===== config.mk =====
export PLATFORM = sky130hd
export DESIGN_NAME = out_port_allocator
export DESIGN_NICKNAME = d
export VERILOG_FILES = /design/src/rtl/out_port_allocator_pkg.sv /design/src/rtl/out_port_allocator_rr_arbiter5.sv /design/src/rtl/out_port_allocator.sv
export SDC_FILE = /design/constraint.sdc
export NUM_CORES = 1
export LEC_CHECK = 0
export ABC_AREA = 1
export CORE_ASPECT_RATIO = 0.75
export CORE_MARGIN = 1
export CORE_UTILIZATION = 47
export DETAILED_ROUTE_END_ITERATION = 7
export GPL_ROUTABILITY_DRIVEN = 1
export GPL_TIMING_DRIVEN = 0
export PLACE_DENSITY = 0.81
export SLEW_MARGIN = 15
export SYNTH_ARGS = -nofsm -noshare
export SYNTH_HDL_FRONTEND = slang
export SYNTH_SLANG_ARGS = --single-unit

===== constraint.sdc =====
create_clock -name clk -period 2.7 [get_ports clk]
set_input_delay 0.675 -clock clk [delete_from_list [all_inputs] [get_ports clk]]
set_output_delay 0.675 -clock clk [all_outputs]
set_load 0.1 [all_outputs]

===== src/rtl/out_port_allocator_pkg.sv =====
// Shared constants for the output-port allocator: flit-type encodings, port indices.
// Latency: n/a (types and constants only).
// Backpressure: n/a.
package out_port_allocator_pkg;

   localparam int NPORT = 5;   // N, E, W, S, L
   localparam int FT_W  = 3;   // flit-type field width
   localparam int IDX_W = 3;   // width of a binary port index

   // Port index constants (bit positions in req/empty/grant/rd_en)
   localparam logic [IDX_W-1:0] P_N = 3'd0;
   localparam logic [IDX_W-1:0] P_E = 3'd1;
   localparam logic [IDX_W-1:0] P_W = 3'd2;
   localparam logic [IDX_W-1:0] P_S = 3'd3;
   localparam logic [IDX_W-1:0] P_L = 3'd4;

   // Flit-type encodings
   localparam logic [FT_W-1:0] HEADER = 3'd1;
   localparam logic [FT_W-1:0] BODY   = 3'd2;
   localparam logic [FT_W-1:0] TAIL   = 3'd3;

   typedef enum logic {S_IDLE = 1'b0, S_BUSY = 1'b1} alloc_state_t;

   // Binary index of a one-hot port vector (zero for an all-zero vector).
   function automatic logic [IDX_W-1:0] onehot_to_idx(input logic [NPORT-1:0] oh);
      logic [IDX_W-1:0] r;
      r = '0;
      for (int i = 0; i < NPORT; i++) begin
         if (oh[i]) r = IDX_W'(i);
      end
      return r;
   endfunction

endpackage


===== src/rtl/out_port_allocator_rr_arbiter5.sv =====
// Five-way round-robin selector: first set req bit at or after ptr, wrapping 4->0.
// Latency: purely combinational. Ports: req[4:0], ptr[2:0] in; one-hot gnt[4:0] out.
// Backpressure: none; gnt is zero when req is zero.
module rr_arbiter5
   import out_port_allocator_pkg::*;
(
   input  logic [NPORT-1:0] req,
   input  logic [IDX_W-1:0] ptr,
   output logic [NPORT-1:0] gnt
);

   logic [IDX_W:0] idx;
   logic           found;

   always_comb begin
      gnt   = '0;
      found = 1'b0;
      idx   = '0;
      for (int k = 0; k < NPORT; k++) begin
         // ptr is always 0..4, so one subtraction is enough to wrap
         idx = {1'b0, ptr} + (IDX_W + 1)'(k);
         if (idx >= (IDX_W + 1)'(NPORT)) idx = idx - (IDX_W + 1)'(NPORT);
         if (!found && req[idx[IDX_W-1:0]]) begin
            gnt[idx[IDX_W-1:0]] = 1'b1;
            found               = 1'b1;
         end
      end
   end

endmodule


===== src/rtl/out_port_allocator.sv =====
// Output-port allocator: round-robin packet-level grant of one output among 5 inputs,
// holding the grant until TAIL, with credit-based flow control toward downstream.
// Latency: grant registered 1 cycle after req sample; pop/valid combinational in BUSY.
// Backpressure: no pop while credit_cnt == 0 or granted FIFO empty; credit_in returns slots.
// Ports: req/empty/flit_type per input in, credit_in pulse in; grant/xbar_sel/credit_cnt/
//        credit_err registered out; rd_en/valid_out combinational out.
module out_port_allocator
   import out_port_allocator_pkg::*;
#(
   parameter int CREDIT_MAX = 4,
   parameter int CW         = 3
) (
   input  logic                  clk,
   input  logic                  rst,
   input  logic [NPORT-1:0]      req,
   input  logic [NPORT-1:0]      empty,
   input  logic [NPORT*FT_W-1:0] flit_type,
   input  logic                  credit_in,
   output logic [NPORT-1:0]      grant,
   output logic [NPORT-1:0]      rd_en,
   output logic [IDX_W-1:0]      xbar_sel,
   output logic                  valid_out,
   output logic [CW-1:0]         credit_cnt,
   output logic                  credit_err
);

   localparam logic [CW-1:0] CMAX = CW'(CREDIT_MAX);

   alloc_state_t      state_q;
   logic [NPORT-1:0]  grant_q;
   logic [IDX_W-1:0]  xbar_sel_q;
   logic [IDX_W-1:0]  ptr_q;
   logic [CW-1:0]     credit_q, credit_d;
   logic              err_q, err_d;

   logic [NPORT-1:0]  arb_gnt;
   logic [NPORT-1:0]  pop_mask;
   logic              fwd;
   logic [FT_W-1:0]   head_type;

   rr_arbiter5 u_arb (
      .req (req),
      .ptr (ptr_q),
      .gnt (arb_gnt)
   );

   // A flit crosses only for the owning input, with data present and a free downstream slot.
   assign pop_mask  = grant_q & ~empty;
   assign fwd       = (state_q == S_BUSY) && !rst && (credit_q != '0) && (pop_mask != '0);
   assign rd_en     = fwd ? pop_mask : '0;
   assign valid_out = fwd;

   always_comb begin
      head_type = '0;
      for (int i = 0; i < NPORT; i++) begin
         if (xbar_sel_q == IDX_W'(i)) head_type = flit_type[FT_W*i +: FT_W];
      end
   end

   // Simultaneous forward and returned credit cancel out; a credit beyond
   // CREDIT_MAX is dropped and flagged.
   always_comb begin
      credit_d = credit_q;
      err_d    = err_q;
      case ({fwd, credit_in})
         2'b10: credit_d = credit_q - CW'(1);
         2'b01: begin
            if (credit_q == CMAX) err_d    = 1'b1;
            else                  credit_d = credit_q + CW'(1);
         end
         default: ;
      endcase
   end

   always_ff @(posedge clk) begin
      if (rst) begin
         state_q    <= S_IDLE;
         grant_q    <= '0;
         xbar_sel_q <= '0;
         ptr_q      <= '0;
         credit_q   <= CMAX;
         err_q      <= 1'b0;
      end else begin
         credit_q <= credit_d;
         err_q    <= err_d;
         case (state_q)
            S_IDLE: begin
               if ((req != '0) && (credit_q != '0)) begin
                  grant_q    <= arb_gnt;
                  xbar_sel_q <= onehot_to_idx(arb_gnt);
                  state_q    <= S_BUSY;
               end
            end
            S_BUSY: begin
               // req is deliberately ignored here: ownership lasts until TAIL leaves.
               if (fwd && (head_type == TAIL)) begin
                  grant_q <= '0;
                  state_q <= S_IDLE;
                  ptr_q   <= (xbar_sel_q == P_L) ? P_N : xbar_sel_q + IDX_W'(1);
               end
            end
            default: state_q <= S_IDLE;
         endcase
      end
   end

   assign grant      = grant_q;
   assign xbar_sel   = xbar_sel_q;
   assign credit_cnt = credit_q;
   assign credit_err = err_q;

endmodule


---- Word level (Yosys, flattened, before mapping) ----
Cells that the tools add are included.
storage, ports and cells
  logic and storage cells ................. 133
  bits of input ports ..................... 28
  output and inout bits ................... 18
  flip-flop bits (word level) ............. 16
operators by class
  order comparisons ....................... 15
  bitwise operators ....................... 7
  muxes and demuxes ....................... 53
  eq/ne operators ......................... 11
  reductions and logical operators ........ 29
  $add $sub $neg .......................... 12
operator list
  kind                                                                                  count
  3-bit 2-to-1 mux                                                                      15
  5-bit 2-to-1 mux                                                                      8
  3-bit by 4-bit less-than comparator with 1-bit output (second input constant)         5
  5-bit bitwise OR                                                                      4
  1-bit 2-to-1 mux                                                                      17
  4-bit by 3-bit greater-or-equal comparator with 1-bit output (second input constant)  4
  1-bit binary-select mux with 3-bit select                                             5
  1-bit demux with 3-bit select                                                         5
  3-bit by 1-bit greater-or-equal comparator with 1-bit output (second input constant)  5
  3-bit subtractor (second input constant)                                              5
  1-bit logical AND                                                                     14
  5-bit one-hot mux with 2 select lines                                                 1
  2-bit AND reduction                                                                   5
  5-bit nonzero test                                                                    2
  3-bit by 2-bit equality test with 1-bit output (second input constant)                3
  3-bit by 2-bit adder with 4-bit output (second input constant)                        2
  3-bit by 1-bit adder with 3-bit output (second input constant)                        2
  3-bit equality test (second input constant)                                           2
  3-bit one-hot mux with 2 select lines                                                 1
  5-bit bitwise AND                                                                     1
  1-bit logical NOT                                                                     5
  5-bit inverter                                                                        1
  3-bit by 1-bit adder with 4-bit output (second input constant)                        1
  3-bit by 3-bit adder with 4-bit output (second input constant)                        1
  other kinds (12)                                                                      13

---- Depth between registers and ports, before layout ----
  depth in word-level cells ............... 21
  gate-level depth with buffers ........... 23
  mapped depth without buffers ............ 23

---- By module ----
From an unflattened synthesis, not the netlist that was laid out.
unflattened totals
  cell total of the unflattened synthesis .. 392
  area total of the unflattened synthesis .. 2263.4 sq um
modules (own cells, without submodules)
  module              cells each  instances  sequential area each (sq um)  area each (sq um)
  rr_arbiter5         246         1          0.0                           1295.0
  out_port_allocator  146         1          320.3                         968.4

---- Worst setup path before layout ----
Ideal clock, no wire load.
  path type ............................... register -> output
  from .................................... register credit_q[0] (netlist: credit_cnt[0])
  to ...................................... output port rd_en[0]
  arrival time ............................ 4449 ps
  path buffers ............................ 0
  slack ................................... -2424 ps
  stages on the path, launching flop included .. 6
  cells stage by stage .................... dfxtp_1 > nor3_1 > nor2_1 > o21a_1 > inv_1 > nor3_1
on the way
  longest elaborated chain between the ends .. 4
ends and longest elaborated chain
  element                          RTL line                  text
  from (decl)                      out_port_allocator.sv:33  logic [CW-1:0] credit_q, credit_d;
  from (signal assigned)           out_port_allocator.sv:84  credit_q <= credit_d;
  3-bit nonzero test               out_port_allocator.sv:49  assign fwd = (state_q == S_BUSY) && !rst && (credit_q != '0) && (pop_mask != '0);
  1-bit logical AND (2 in series)  out_port_allocator.sv:49
  via valid_out                    out_port_allocator.sv:22  output logic valid_out,
  5-bit 2-to-1 mux                 out_port_allocator.sv:50  assign rd_en = fwd ? pop_mask : '0;
  to (decl)                        out_port_allocator.sv:20  output logic [NPORT-1:0] rd_en,
The timed path passes the listed nets, and every way through them passes these cells.

---- Final worst setup path ----
  from .................................... register ptr_q[1]
  to ...................................... register xbar_sel_q[1] (netlist: xbar_sel[1])
on the way
  longest elaborated chain between the ends .. 20
ends and longest elaborated chain
  element                                                                                          RTL line                              text
  from (decl)                                                                                      out_port_allocator.sv:32              logic [IDX_W-1:0] ptr_q;
  from (signal assigned)                                                                           out_port_allocator.sv:99              ptr_q <= (xbar_sel_q == P_L) ? P_N : xbar_sel_q + IDX_W'(1);
  parallel branches: the longest is 16 deep, another holds 3-bit by 1-bit adder with 4-bit output  --
  5-bit 2-to-1 mux (*)                                                                             out_port_allocator_rr_arbiter5.sv:23  if (!found && req[idx[IDX_W-1:0]]) begin
  3-bit 2-to-1 mux (2 in series)                                                                   out_port_allocator_pkg.sv:29          if (oh[i]) r = IDX_W'(i);
  3-bit 2-to-1 mux (*)                                                                             out_port_allocator_pkg.sv:29
  to (signal assigned)                                                                             out_port_allocator.sv:90              xbar_sel_q <= onehot_to_idx(arb_gnt);
  to (decl)                                                                                        out_port_allocator.sv:31              logic [IDX_W-1:0] xbar_sel_q;
Mark *: on every way between the ends. The select of a mux whose other input is x is not followed.
A chain may end at the register's enable or synchronous reset.

==> results.md <==
- The detailed-route DRC error count is 0.
- The leakage power is 1.60 nW.
- Of the total power, the share spent switching nets is 0.485.
- The initial standard-cell utilization of the core is 0.505.
- The endpoint required time on the critical path is 2.89 ns.
- For this run, the detailed router's first-pass iteration total came to 5.
- In the post-route analysis, the smallest setup slack over all paths is -0.170 ns.
- The number of hold buffers added after cts is 0.
- The count of endpoints failing hold in the final timing report is 0.
- The number of synthesized flops with an enable pin is 0.
- Setup repair after global routing could not meet its margin everywhere.
- The maximum number of pins on one net before global-route repair is 11.
- Clock tree synthesis found a total of 16 sinks.
- The maximum VDD drop is 259 uV.
- Once placement finished, the instance area stood at 0.00278 mm^2.
- The share of post-route cells with drive strength above 1 is 0.361.
- The via total after detailed routing is 2955.
- Of the total power, combinational logic draws 0.546.
- The checks that failed: setup timing.
- Counting cells, the worst reg-to-reg path comes to 18.
- The top achievable clock speed is 348 MHz.
- Counting the fill cells in the layout gives 255.
- For the pin with the worst max-slew slack, the measured transition is 0.981 ns.
- The die covers 0.00474 mm^2.
- Of all flip-flops after synthesis, the portion carrying an async set or reset was 0.
- The endpoint kind of the worst setup timing path is a flip-flop.
- For this design the ratio of total power to cell area is 326 mW/mm^2.
- After detailed routing, the total wire length is 8450 um.
- Sorting the synthesized cells by area gives the leading types as sky130_fd_sc_hd__nand2_1 20%, sky130_fd_sc_hd__dfxtp_1 15%, sky130_fd_sc_hd__nand3_1 8.1%.
- The number of CTS-inserted buffers is 3.
- The final critical-path required period is 2.87 ns.
- TritonCTS built the clock tree.
- At the end of the flow, the number of nets in the layout was 484.
- The share of total power dissipated in sequential elements is 0.258.
- The post-synthesis instance area is 0.00210 mm^2.
- Compared with the post-synthesis result, the final layout area differs by 68.2%.
- The worst register-to-register path begins at ptr_q[1].
- The standard cell core area is 0.00415 mm^2.
- During placement, the flow inserted port buffers numbering 45.
- The clock latency of the later-clocked register in the worst-skew pair is 0.26 ns.
- Across the run, the number of max-cap violations was 0.
- The run finished, with violations left.
- The die span in y is 59.8 um.
- The cell internal power dissipation is 0.592 mW.
- The endpoint arrival time on the critical path is 3.06 ns.
- The number of global-route vias before repair was 2251.
- The portion of synthesized cell area occupied by the leading cell type is 0.204.
- The number of max-slew violations in the final report is 0.
- Synthesis instantiated 34 different standard cells from the library.
- The final weighted congestion of routability-driven global placement is 0.898.
- In this run the critical register-to-register path is captured at xbar_sel[1].
- Summed over all nets, the switching power comes to 0.558 mW.
- The worst slack on hold paths is 0.477 ns.
- The class of the tightest hold or removal check is reg2reg.
- The cell type contributing the most total cell area after synthesis is sky130_fd_sc_hd__nand2_1.
- The timing startpoint of the critical path is ptr_q[1].
- In this run the register-to-register setup slack is -0.17 ns.
- The setup skew after layout is 0.00346 ns.
- The worst slack at placement is -1.28 ns.
- Pin placement for this block handled 46 I/O pins.
- The total non-filler cell area in the finished layout is 0.00353 mm^2.
- The clock passes through at most 2 buffers.
- The aggregate negative setup slack is -0.767 ns.
- The repair_antennas step left the layout with diodes totalling 0.
- The share of the cycle needed by the critical path after routing is 1.06.
- The sequential element share of the synthesized area is 0.153.
- The post-CTS clock slew at the launch and capture registers of the worst setup and hold paths is 0.07 ns.
- The remaining antenna violation count after routing is 0.
- The initial antenna violation count came to 0.
- The critical setup path kind is reg2reg.
- Following the worst setup path forward leads to its endpoint at xbar_sel[1].
- The number of endpoints failing setup at the final stage is 7.
- The cell sitting at the root of the clock tree is a sky130_fd_sc_hd__clkbuf_8.
- In the routed layout, each cell is associated on average with a via count of 5.97.
- The total congestion overflow after global routing is 0.
- The part of the power in the clock network is 0.196.
- The startpoint type of the worst setup path is a flip-flop.
- The cell count after synthesis came out at 364.
- The post-synthesis register bit count is 16.
- The wire length of the first global-routing pass is 10500 um.
- The cell row count is 20.
- After the first detailed-routing iteration, the DRC count stood at 389.
- The placed wire-length estimate is 4870 um.
- For this run, the total global-route usage over all layers was measured as 0.288.
- The number of synthesis warnings is 0.
- The floorplan step set the die width to 79.1 um.
- Dividing the detail-routed wire length by the instance count gives 17.1 um.
- In this run the number of H-tree levels came out at 1.
- In the synthesized netlist the dominant register cell turns out to be sky130_fd_sc_hd__dfxtp_1.
- The total nets after synthesis is 407.
- Headroom to the max-slew limit came out at 0.344.
- Each instance of the synthesized netlist takes up on average 5.76 um^2.
- In this run the worst path has a maximum fanout of 6.
## layer usage
layer  share of wire  up-vias  global-route usage
li1                -     1359                   -
met1            0.39     1333               0.422
met2            0.48      214               0.437
met3           0.098       49              0.0656
met4           0.035        0              0.0416
met5               0        -                   0
## per-stage QoR
| step | std cells | total power, mW | util |
|---|---|---|---|
| after floorplan | 364 | 0.687 | - |
| after global placement | 464 | 0.825 | 0.669 |
| after detailed placement | 464 | 0.835 | 0.669 |
| after CTS | 478 | 1.06 | 0.722 |
| after global routing | 495 | 1.20 | 0.849 |
| final | 495 | 1.15 | 0.849 |
## Yosys cell counts, types with 2 or more instances
cell,n
sky130_fd_sc_hd__nand2_1,114
sky130_fd_sc_hd__inv_1,41
sky130_fd_sc_hd__nand3_1,34
sky130_fd_sc_hd__nor2_1,31
sky130_fd_sc_hd__nand4_1,20
sky130_fd_sc_hd__a21oi_1,19
sky130_fd_sc_hd__o21ai_0,18
sky130_fd_sc_hd__dfxtp_1,16
sky130_fd_sc_hd__ha_1,13
sky130_fd_sc_hd__nor3_1,12
sky130_fd_sc_hd__inv_2,6
sky130_fd_sc_hd__nand2_2,6
sky130_fd_sc_hd__nand3_2,4
sky130_fd_sc_hd__nor2_2,3
sky130_fd_sc_hd__o21ai_1,3
sky130_fd_sc_hd__fa_1,2
sky130_fd_sc_hd__nand3b_1,2
sky130_fd_sc_hd__nor2_4,2
sky130_fd_sc_hd__o21a_1,2
sky130_fd_sc_hd__xor2_1,2
## power groups by stage
stage | clock network (mW) | logic [mW] | registers, mW
after floorplan | 0 | 0.227 | 0.460
after global placement | 0 | 0.523 | 0.302
after detailed placement | 0 | 0.532 | 0.303
after CTS | 0.220 | 0.547 | 0.296
after global routing | 0.233 | 0.666 | 0.301
final | 0.225 | 0.628 | 0.297
## cell usage in the layout (no fill, tap or decap), types with 3 or more instances in the layout
cell,Yosys,final
sky130_fd_sc_hd__inv_4,0,4
sky130_fd_sc_hd__buf_4,1,21
sky130_fd_sc_hd__o21ai_2,0,3
sky130_fd_sc_hd__clkbuf_8,0,4
sky130_fd_sc_hd__inv_1,41,27
sky130_fd_sc_hd__dfxtp_4,0,11
sky130_fd_sc_hd__ha_4,0,5
sky130_fd_sc_hd__nor3_2,1,3
sky130_fd_sc_hd__clkdlybuf4s50_1,0,33
sky130_fd_sc_hd__nand2_1,114,87
sky130_fd_sc_hd__buf_6,0,9
sky130_fd_sc_hd__nor2_2,3,7
sky130_fd_sc_hd__dfxtp_1,16,5
sky130_fd_sc_hd__nand4_1,20,20
sky130_fd_sc_hd__nor2_4,2,8
sky130_fd_sc_hd__nand3_4,1,6
sky130_fd_sc_hd__o21ai_4,0,4
sky130_fd_sc_hd__dlygate4sd2_1,0,5
sky130_fd_sc_hd__nor2_1,31,21
sky130_fd_sc_hd__nand2_2,6,18
sky130_fd_sc_hd__nand3_1,34,26
sky130_fd_sc_hd__a21oi_1,19,17
sky130_fd_sc_hd__nor3_1,12,9
sky130_fd_sc_hd__inv_2,6,11
sky130_fd_sc_hd__o21ai_0,18,13
sky130_fd_sc_hd__ha_1,13,7
sky130_fd_sc_hd__buf_12,0,4
sky130_fd_sc_hd__clkinvlp_4,0,3
sky130_fd_sc_hd__nand3_2,4,7
sky130_fd_sc_hd__nand2_4,1,14
## how the worst min path moves through the flow
stage,cells after the start,start,slack [ns],end
final,1,credit_cnt[0],0.48,credit_cnt[0]
after CTS,1,credit_cnt[0],0.48,credit_cnt[0]
after global placement,1,credit_err,0.45,credit_err
after global routing,1,credit_cnt[0],0.49,credit_cnt[0]
after detailed placement,1,credit_cnt[0],0.47,credit_cnt[0]
after floorplan,2,state_q,0.47,state_q
## timing repair
item,4_1_cts,5_1_grt
resized for setup,76,85
setup endpoints to repair,14,9
pin swaps,5,31
setup buffers,10,17
## worst max-delay path: stages (launching register included)
cell and delay, ns:
sky130_fd_sc_hd__dfxtp_4 0.40, sky130_fd_sc_hd__clkinvlp_4 0.17, sky130_fd_sc_hd__buf_6 0.16, sky130_fd_sc_hd__ha_2 0.19, sky130_fd_sc_hd__nand2_1 0.10, sky130_fd_sc_hd__nand2_2 0.16
sky130_fd_sc_hd__nand2_1 0.11, sky130_fd_sc_hd__o21ai_0 0.17, sky130_fd_sc_hd__nand4_1 0.16, sky130_fd_sc_hd__nand3_1 0.11, sky130_fd_sc_hd__nor2_1 0.20, sky130_fd_sc_hd__nand2_1 0.12
sky130_fd_sc_hd__nor2_4 0.15, sky130_fd_sc_hd__nand2_1 0.11, sky130_fd_sc_hd__nand3_4 0.13, sky130_fd_sc_hd__inv_2 0.04, sky130_fd_sc_hd__nand2_1 0.09, sky130_fd_sc_hd__nand2_2 0.08
sky130_fd_sc_hd__a21oi_2 0.14
## kinds of logic after synthesis
kind of cell | count (synthesis) | share of synthesized area
AOI/OAI and AO/OA | 45 | 0.114
xor gates and xnor gates | 4 | 0.0203
adders and majority gates | 15 | 0.0967
buffers and inverters | 52 | 0.102
DFF | 16 | 0.153
and+or+nand+nor | 232 | 0.514
## sequential cells by signal (all words and copies together), names as in the netlist
name / cells
grant: 5
credit_cnt: 3
ptr_q: 3
xbar_sel: 3
credit_err: 1
state_q: 1
## layout make-up
| cell class | instances | area [um^2] | area share |
|---|---|---|---|
| multi-input cells | 296 | 2060 | 0.583 |
| plain buffers | 3 | 22.5 | 0.00639 |
| repair buffers | 72 | 717 | 0.203 |
| inverters | 49 | 245 | 0.0695 |
| clock buffers | 4 | 55.1 | 0.0156 |
| flip-flops and latches | 16 | 362 | 0.103 |
| well taps | 55 | 68.8 | 0.0195 |
No activity file was read; power rests on OpenSTA's default activity.
